==> src/rtl/clk_gate_ctrl.sv <==
// Clock-gate controller: keeps the downstream gated clock enabled while the
// client requests it or the gated domain is busy. Wakes the clock for a fixed
// settling time before acknowledging, and drains for a fixed idle time before
// shutting it off. All outputs are registered. TEST_EN is the only input with
// a combinational path to an output, and it reaches CLK_EN only.
module clk_gate_ctrl #(
  parameter int unsigned WAKE_CYCLES = 2,  // settling cycles, 1..15
  parameter int unsigned IDLE_CYCLES = 8   // idle cycles before shutoff, 1..255
) (
  input  logic       CLK,
  input  logic       RST,
  input  logic       REQ,
  input  logic       BUSY,
  input  logic       TEST_EN,
  output logic       CLK_EN,
  output logic       ACK,
  output logic [1:0] STATE
);

  typedef enum logic [1:0] {
    S_OFF   = 2'b00,
    S_WAKE  = 2'b01,
    S_ON    = 2'b10,
    S_DRAIN = 2'b11
  } state_e;

  localparam logic [7:0] WAKE_LOAD = 8'(WAKE_CYCLES);
  localparam logic [7:0] IDLE_LOAD = 8'(IDLE_CYCLES);

  state_e     state_q, state_d;
  logic [7:0] cnt_q, cnt_d;
  logic       clk_en_q, clk_en_d;
  logic       ack_q, ack_d;

  logic       activity;
  logic       cnt_last;
  logic [7:0] cnt_dec;

  // Activity is evaluated on sampled levels only; there is no edge detection.
  assign activity = REQ | BUSY;

  // A count of 0 counts as the last cycle, so a zero load can never stall the FSM.
  assign cnt_last = (cnt_q <= 8'd1);

  // Saturating decrement: the counter never wraps below zero.
  assign cnt_dec  = (cnt_q == 8'd0) ? 8'd0 : cnt_q - 8'd1;

  // State register and registered outputs; synchronous reset aborts any state.
  // NOTE: sequential state uses non-blocking assignments so every register
  // samples the pre-edge value of its neighbours, independent of statement order.
  always_ff @(posedge CLK) begin
    if (RST) begin
      state_q  <= S_OFF;
      cnt_q    <= 8'd0;
      clk_en_q <= 1'b0;
      ack_q    <= 1'b0;
    end else begin
      state_q  <= state_d;
      cnt_q    <= cnt_d;
      clk_en_q <= clk_en_d;
      ack_q    <= ack_d;
    end
  end

  // Next-state and counter logic.
  // NOTE: every signal written here is given a default first, so no path
  // through the case leaves it unassigned and no latch is inferred.
  always_comb begin
    state_d = state_q;
    cnt_d   = cnt_q;
    unique case (state_q)
      S_OFF: begin
        if (activity) begin
          state_d = S_WAKE;
          cnt_d   = WAKE_LOAD;
        end else begin
          cnt_d   = 8'd0;
        end
      end
      S_WAKE: begin
        // Settling runs to completion even if the request is withdrawn.
        if (cnt_last) begin
          state_d = S_ON;
          cnt_d   = 8'd0;
        end else begin
          cnt_d   = cnt_dec;
        end
      end
      S_ON: begin
        if (!activity) begin
          state_d = S_DRAIN;
          cnt_d   = IDLE_LOAD;
        end else begin
          cnt_d   = 8'd0;
        end
      end
      S_DRAIN: begin
        // Renewed activity returns straight to ON: the clock never stopped.
        if (activity) begin
          state_d = S_ON;
          cnt_d   = 8'd0;
        end else if (cnt_last) begin
          state_d = S_OFF;
          cnt_d   = 8'd0;
        end else begin
          cnt_d   = cnt_dec;
        end
      end
      default: begin
        state_d = S_OFF;
        cnt_d   = 8'd0;
      end
    endcase
  end

  // Output decode from the next state, so the registered outputs line up with STATE.
  always_comb begin
    clk_en_d = (state_d != S_OFF);
    ack_d    = (state_d == S_ON) && REQ;
  end

  assign CLK_EN = clk_en_q | TEST_EN;
  assign ACK    = ack_q;
  assign STATE  = state_q;

endmodule

==> config.mk <==
export PLATFORM = sky130hd
export DESIGN_NAME = clk_gate_ctrl
export DESIGN_NICKNAME = d
export VERILOG_FILES = /design/src/rtl/clk_gate_ctrl.sv
export SDC_FILE = /design/constraint.sdc
export NUM_CORES = 1
export LEC_CHECK = 0
export CAP_MARGIN = 0
export CORE_MARGIN = 4
export CORE_UTILIZATION = 35
export DETAILED_ROUTE_END_ITERATION = 16
export PLACE_DENSITY = 0.53
export RECOVER_POWER = 50
export SETUP_SLACK_MARGIN = 0.3
export SLEW_MARGIN = 0
export SYNTH_ARGS = -nofsm -noshare
export SYNTH_HDL_FRONTEND = slang
export SYNTH_SLANG_ARGS = --single-unit
==> constraint.sdc <==
create_clock -name CLK -period 2.85 [get_ports CLK]
set_clock_uncertainty 0.1 [all_clocks]
set_input_delay 0.285 -clock CLK [delete_from_list [all_inputs] [get_ports CLK]]
set_output_delay 0.285 -clock CLK [all_outputs]
set_load 0.03 [all_outputs]
==> metrics.csv <==
stage,metric,value,unit
outcome,status,finished clean,
timing,final period demand of the worst path,1.933,ns
timing,RSZ-0062 raised after global routing,no,
placement,worst setup slack after placement,0.9177,ns
detailed_routing,wire length per cell,12.64,um
cts,number of resized instances in the post-cts repair step,0,
logic_synthesis,number of different library cells in the post-synthesis netlist,25,
logic_synthesis,cell accounting for the most synthesized area,sky130_fd_sc_hd__dfxtp_1,
timing,worst slew pin tran,0.4708,ns
layout,number of nets in the final layout,83,
worst_setup_path,most frequent cell on the critical path,sky130_fd_sc_hd__clkdlybuf4s50_1,
worst_hold_path,worst-case hold path end point,cnt_q[6]$_SDFF_PP0_,
worst_setup_path,Worst path slowest cell,sky130_fd_sc_hd__clkdlybuf4s50_1,
logic_synthesis,Synthesized Nets,71,
timing,Peak Freq,0.5173,GHz
worst_setup_path,R2R Setup Slk,0.97,ns
layout,Register Area,240.2,um2
detailed_routing,antenna-violating nets left,0,
worst_hold_path,Hold Path Cell Cnt,2,
worst_setup_path,maximum fanout count along the critical path,1,
timing,count of final hold-check violations,0,
worst_setup_path,Critical Path Source Type,input port,
detailed_routing,drt first-iter violations,3,
layout,Diodes inserted,0,
worst_setup_path,Critical Path RT,2.47,ns
timing,Max transition margin,68.32,%
cts,H-Tree Depth,1,
worst_setup_path,critical path capture point type,primary output,
timing,setup ws final,0.9171,ns
cts,Num Clock Sinks,12,
logic_synthesis,mapped cell area,581.8,um2
timing,count of final setup violators,0,
placement,weighted congestion reported at the end of routability-driven placement,0.7812,
floorplan,I/O pin total,9,
worst_setup_path,cell breakdown of the critical path,clkdlybuf4s50_1 > or2_2 > clkdlybuf4s50_1,
placement,HPWL reported at the end of detailed placement,881.6,um
detailed_routing,first-pass iteration count of the detailed router,4,
detailed_routing,total DRC errors in the routed layout,0,
cts,clock tree from TritonCTS,built,
cts,Worst-Skew Late Latency,0.27,ns
timing,Sum Neg Setup Slack,0,ns
placement,count of buffers from port buffering,8,
worst_setup_path,worst flop-to-flop path startpoint,cnt_q[2]$_SDFF_PP0_,
worst_setup_path,Worst R2R Path Depth,3,
logic_synthesis,Synth Warn #,0,
cts,hold buffers post-CTS,0,
detailed_routing,routed wire length,1.150,mm
logic_synthesis,Post-Synthesis Mean Instance Area,9.091,um2
logic_synthesis,"Seq/Total Area, Yosys",41.29,%
floorplan,Site Rows,14,
global_route,antenna violations before repair,0,
worst_setup_path,type of the setup path with the least slack,in2out,
worst_hold_path,worst min-delay path startpoint,cnt_q[6]$_SDFF_PP0_,
logic_synthesis,synthesized instance count,64,
run,max_cap viols,0,
pwr,PwrDens,1053,mW/mm2
floorplan,placeable core region,0.001541,mm2
logic_synthesis,post-synthesis register bit count,12,
worst_setup_path,reg-to-reg critical path endpoint,clk_en_q$_SDFF_PP0_,
layout,Multi-input gate area,304.0,um2
global_route,largest net degree at the start of global routing,8,
worst_setup_path,arrival time reported for the critical path endpoint,1.55,ns
global_route,GR Util All Layers,10.96,%
cts,clock buffers created by TritonCTS,3,
logic_synthesis,share of the synthesized area in the top cell type,41.29,%
cts,buffer type at the clock tree root,sky130_fd_sc_hd__clkbuf_4,
timing,final clock period utilization by the worst path,67.82,%
detailed_routing,vias after detailed routing,512,
worst_setup_path,biggest cell delay along the critical path,0.59,ns
cts,"Clk pin slew, worst setup/hold paths",0.08,ns
floorplan,initial core utilization,37.74,%
worst_hold_path,Worst Hold Class,reg2reg,
cts,buffers inserted by post-CTS timing repair,0,
pwr,peak supply drop,0.0005358,V
floorplan,DIE AREA,0.002379,mm2
timing,final number of max-transition violations,0,
cts,maximum clock insertion buffer count,2,
logic_synthesis,cell types occupying the most area after synthesis,"sky130_fd_sc_hd__dfxtp_1 (41%), sky130_fd_sc_hd__nor4_1 (5.4%), sky130_fd_sc_hd__nor3_1 (5.2%), sky130_fd_sc_hd__inv_1 (5.2%), sky130_fd_sc_hd__o2111ai_1 (4.5%)",
detailed_routing,routed via count divided by cell count,5.626,
pwr,total design power,0.7486,mW
pwr,leakage dissipation,0.2500,nW
floorplan,Die W,48.77,um
global_route,vias in the first global route,454,
layout,layout filler cell count,152,
global_route,wire length of the first global-routing pass,1.987,mm
global_route,GRT overflow,0,
floorplan,vertical die dimension,48.77,um
layout,share of layout cells above drive strength 1,10.67,%
layout,layout overhead on the synthesized area,22.15,%
==> flip-flops by register name, indices dropped and copies added, names as in the netlist <==
signal and count:
cnt_q 8, STATE 2, ACK 1, clk_en_q 1
==> cell type report <==
cell class / instances / area share [%]
tap: 16 / 2.817
multi-input combinational: 43 / 42.78
clock buffer: 4 / 5.106
sequential: 12 / 33.80
timing repair buffer: 8 / 11.27
inverter: 8 / 4.225
==> power by group <==
group | switching [mW] | leakage (nW) | internal [mW]
combinational | 0.212 | 0.131 | 0.145
clock | 0.0569 | 0.0210 | 0.0777
sequential | 0.0454 | 0.0982 | 0.212
total | 0.314 | 0.250 | 0.434
==> synth_stat cells, drive strengths merged <==
cell type / instances
o31a: 1
xnor2: 1
clkbuf: 1
or3: 1
or2: 2
nor3: 6
inv: 8
nor2: 2
o21ai: 2
or4: 2
o21a: 1
nor3b: 2
a211oi: 2
a21o: 3
o31ai: 1
ha: 2
o2111ai: 3
nor4: 6
o41a: 1
a21oi: 5
dfxtp: 12
==> per-stage QoR <==
stage / hold slack (ns) / util (%) / area [um2] / std cells
finish: 0.4262 / 46.10 / 710.7 / 91
detailed placement: 0.4168 / 43.99 / 678.2 / 87
global route: 0.4546 / 46.10 / 710.7 / 91
CTS: 0.4303 / 46.35 / 714.4 / 91
floorplan: 0.2496 / - / 581.8 / 64
global placement: 0.4066 / 43.99 / 678.2 / 87
==> cells in the final DEF (no fill, tap or decap) <==
cell type,n
sky130_fd_sc_hd__or2_1,1
sky130_fd_sc_hd__or2_2,1
sky130_fd_sc_hd__nor4_1,5
sky130_fd_sc_hd__o21a_1,1
sky130_fd_sc_hd__clkdlybuf4s50_1,5
sky130_fd_sc_hd__a211oi_2,1
sky130_fd_sc_hd__nor3_1,6
sky130_fd_sc_hd__o31a_2,1
sky130_fd_sc_hd__o31ai_1,1
sky130_fd_sc_hd__dlygate4sd3_1,3
sky130_fd_sc_hd__a21oi_1,5
sky130_fd_sc_hd__xnor2_1,1
sky130_fd_sc_hd__nor2_1,2
sky130_fd_sc_hd__inv_1,8
sky130_fd_sc_hd__a211oi_1,1
sky130_fd_sc_hd__clkbuf_4,3
sky130_fd_sc_hd__dfxtp_1,12
sky130_fd_sc_hd__nor3b_1,2
sky130_fd_sc_hd__clkbuf_8,1
sky130_fd_sc_hd__nor4_2,1
sky130_fd_sc_hd__o2111ai_1,3
sky130_fd_sc_hd__ha_1,2
sky130_fd_sc_hd__a21o_1,3
sky130_fd_sc_hd__or3_1,1
sky130_fd_sc_hd__o21ai_0,2
sky130_fd_sc_hd__o41a_1,1
sky130_fd_sc_hd__or4_1,2
==> logic make-up after synthesis <==
kind of cell | after synthesis | share of synthesized area, %
buffers and inverters | 9 | 5.806
and+or+nand+nor | 21 | 23.01
adders and majority gates | 2 | 4.300
DFF | 12 | 41.29
AOI/OAI and AO/OA | 19 | 24.09
xor gates and xnor gates | 1 | 1.506
==> metal layers <==
layer  vias to the layer above  global-route usage, %  part of all wire, %
met4                         0                  4.036                  1.0
met1                       234                  14.74                   52
li1                        267                      -                    -
met5                         -                      0                    0
met3                         2                  6.728                  5.9
met2                         9                  13.91                   41
==> worst max-delay path: cells and delay by family <==
family | cells | cell delay [ns]
buf+inv | 2 | 0.98
simple gates | 1 | 0.28
==> how the worst max path moves through the flow <==
stage                   startpoint                   to  depth (start not counted)
3_5_place_dp               TEST_EN               CLK_EN                          3
3_3_place_gp               TEST_EN               CLK_EN                          3
6_report                   TEST_EN               CLK_EN                          3
5_1_grt        cnt_q[2]$_SDFF_PP0_  clk_en_q$_SDFF_PP0_                          3
4_1_cts                    TEST_EN               CLK_EN                          3
2_1_floorplan  cnt_q[2]$_SDFF_PP0_  STATE[1]$_SDFF_PP0_                          3
No activity file was read; power rests on OpenSTA's default activity.
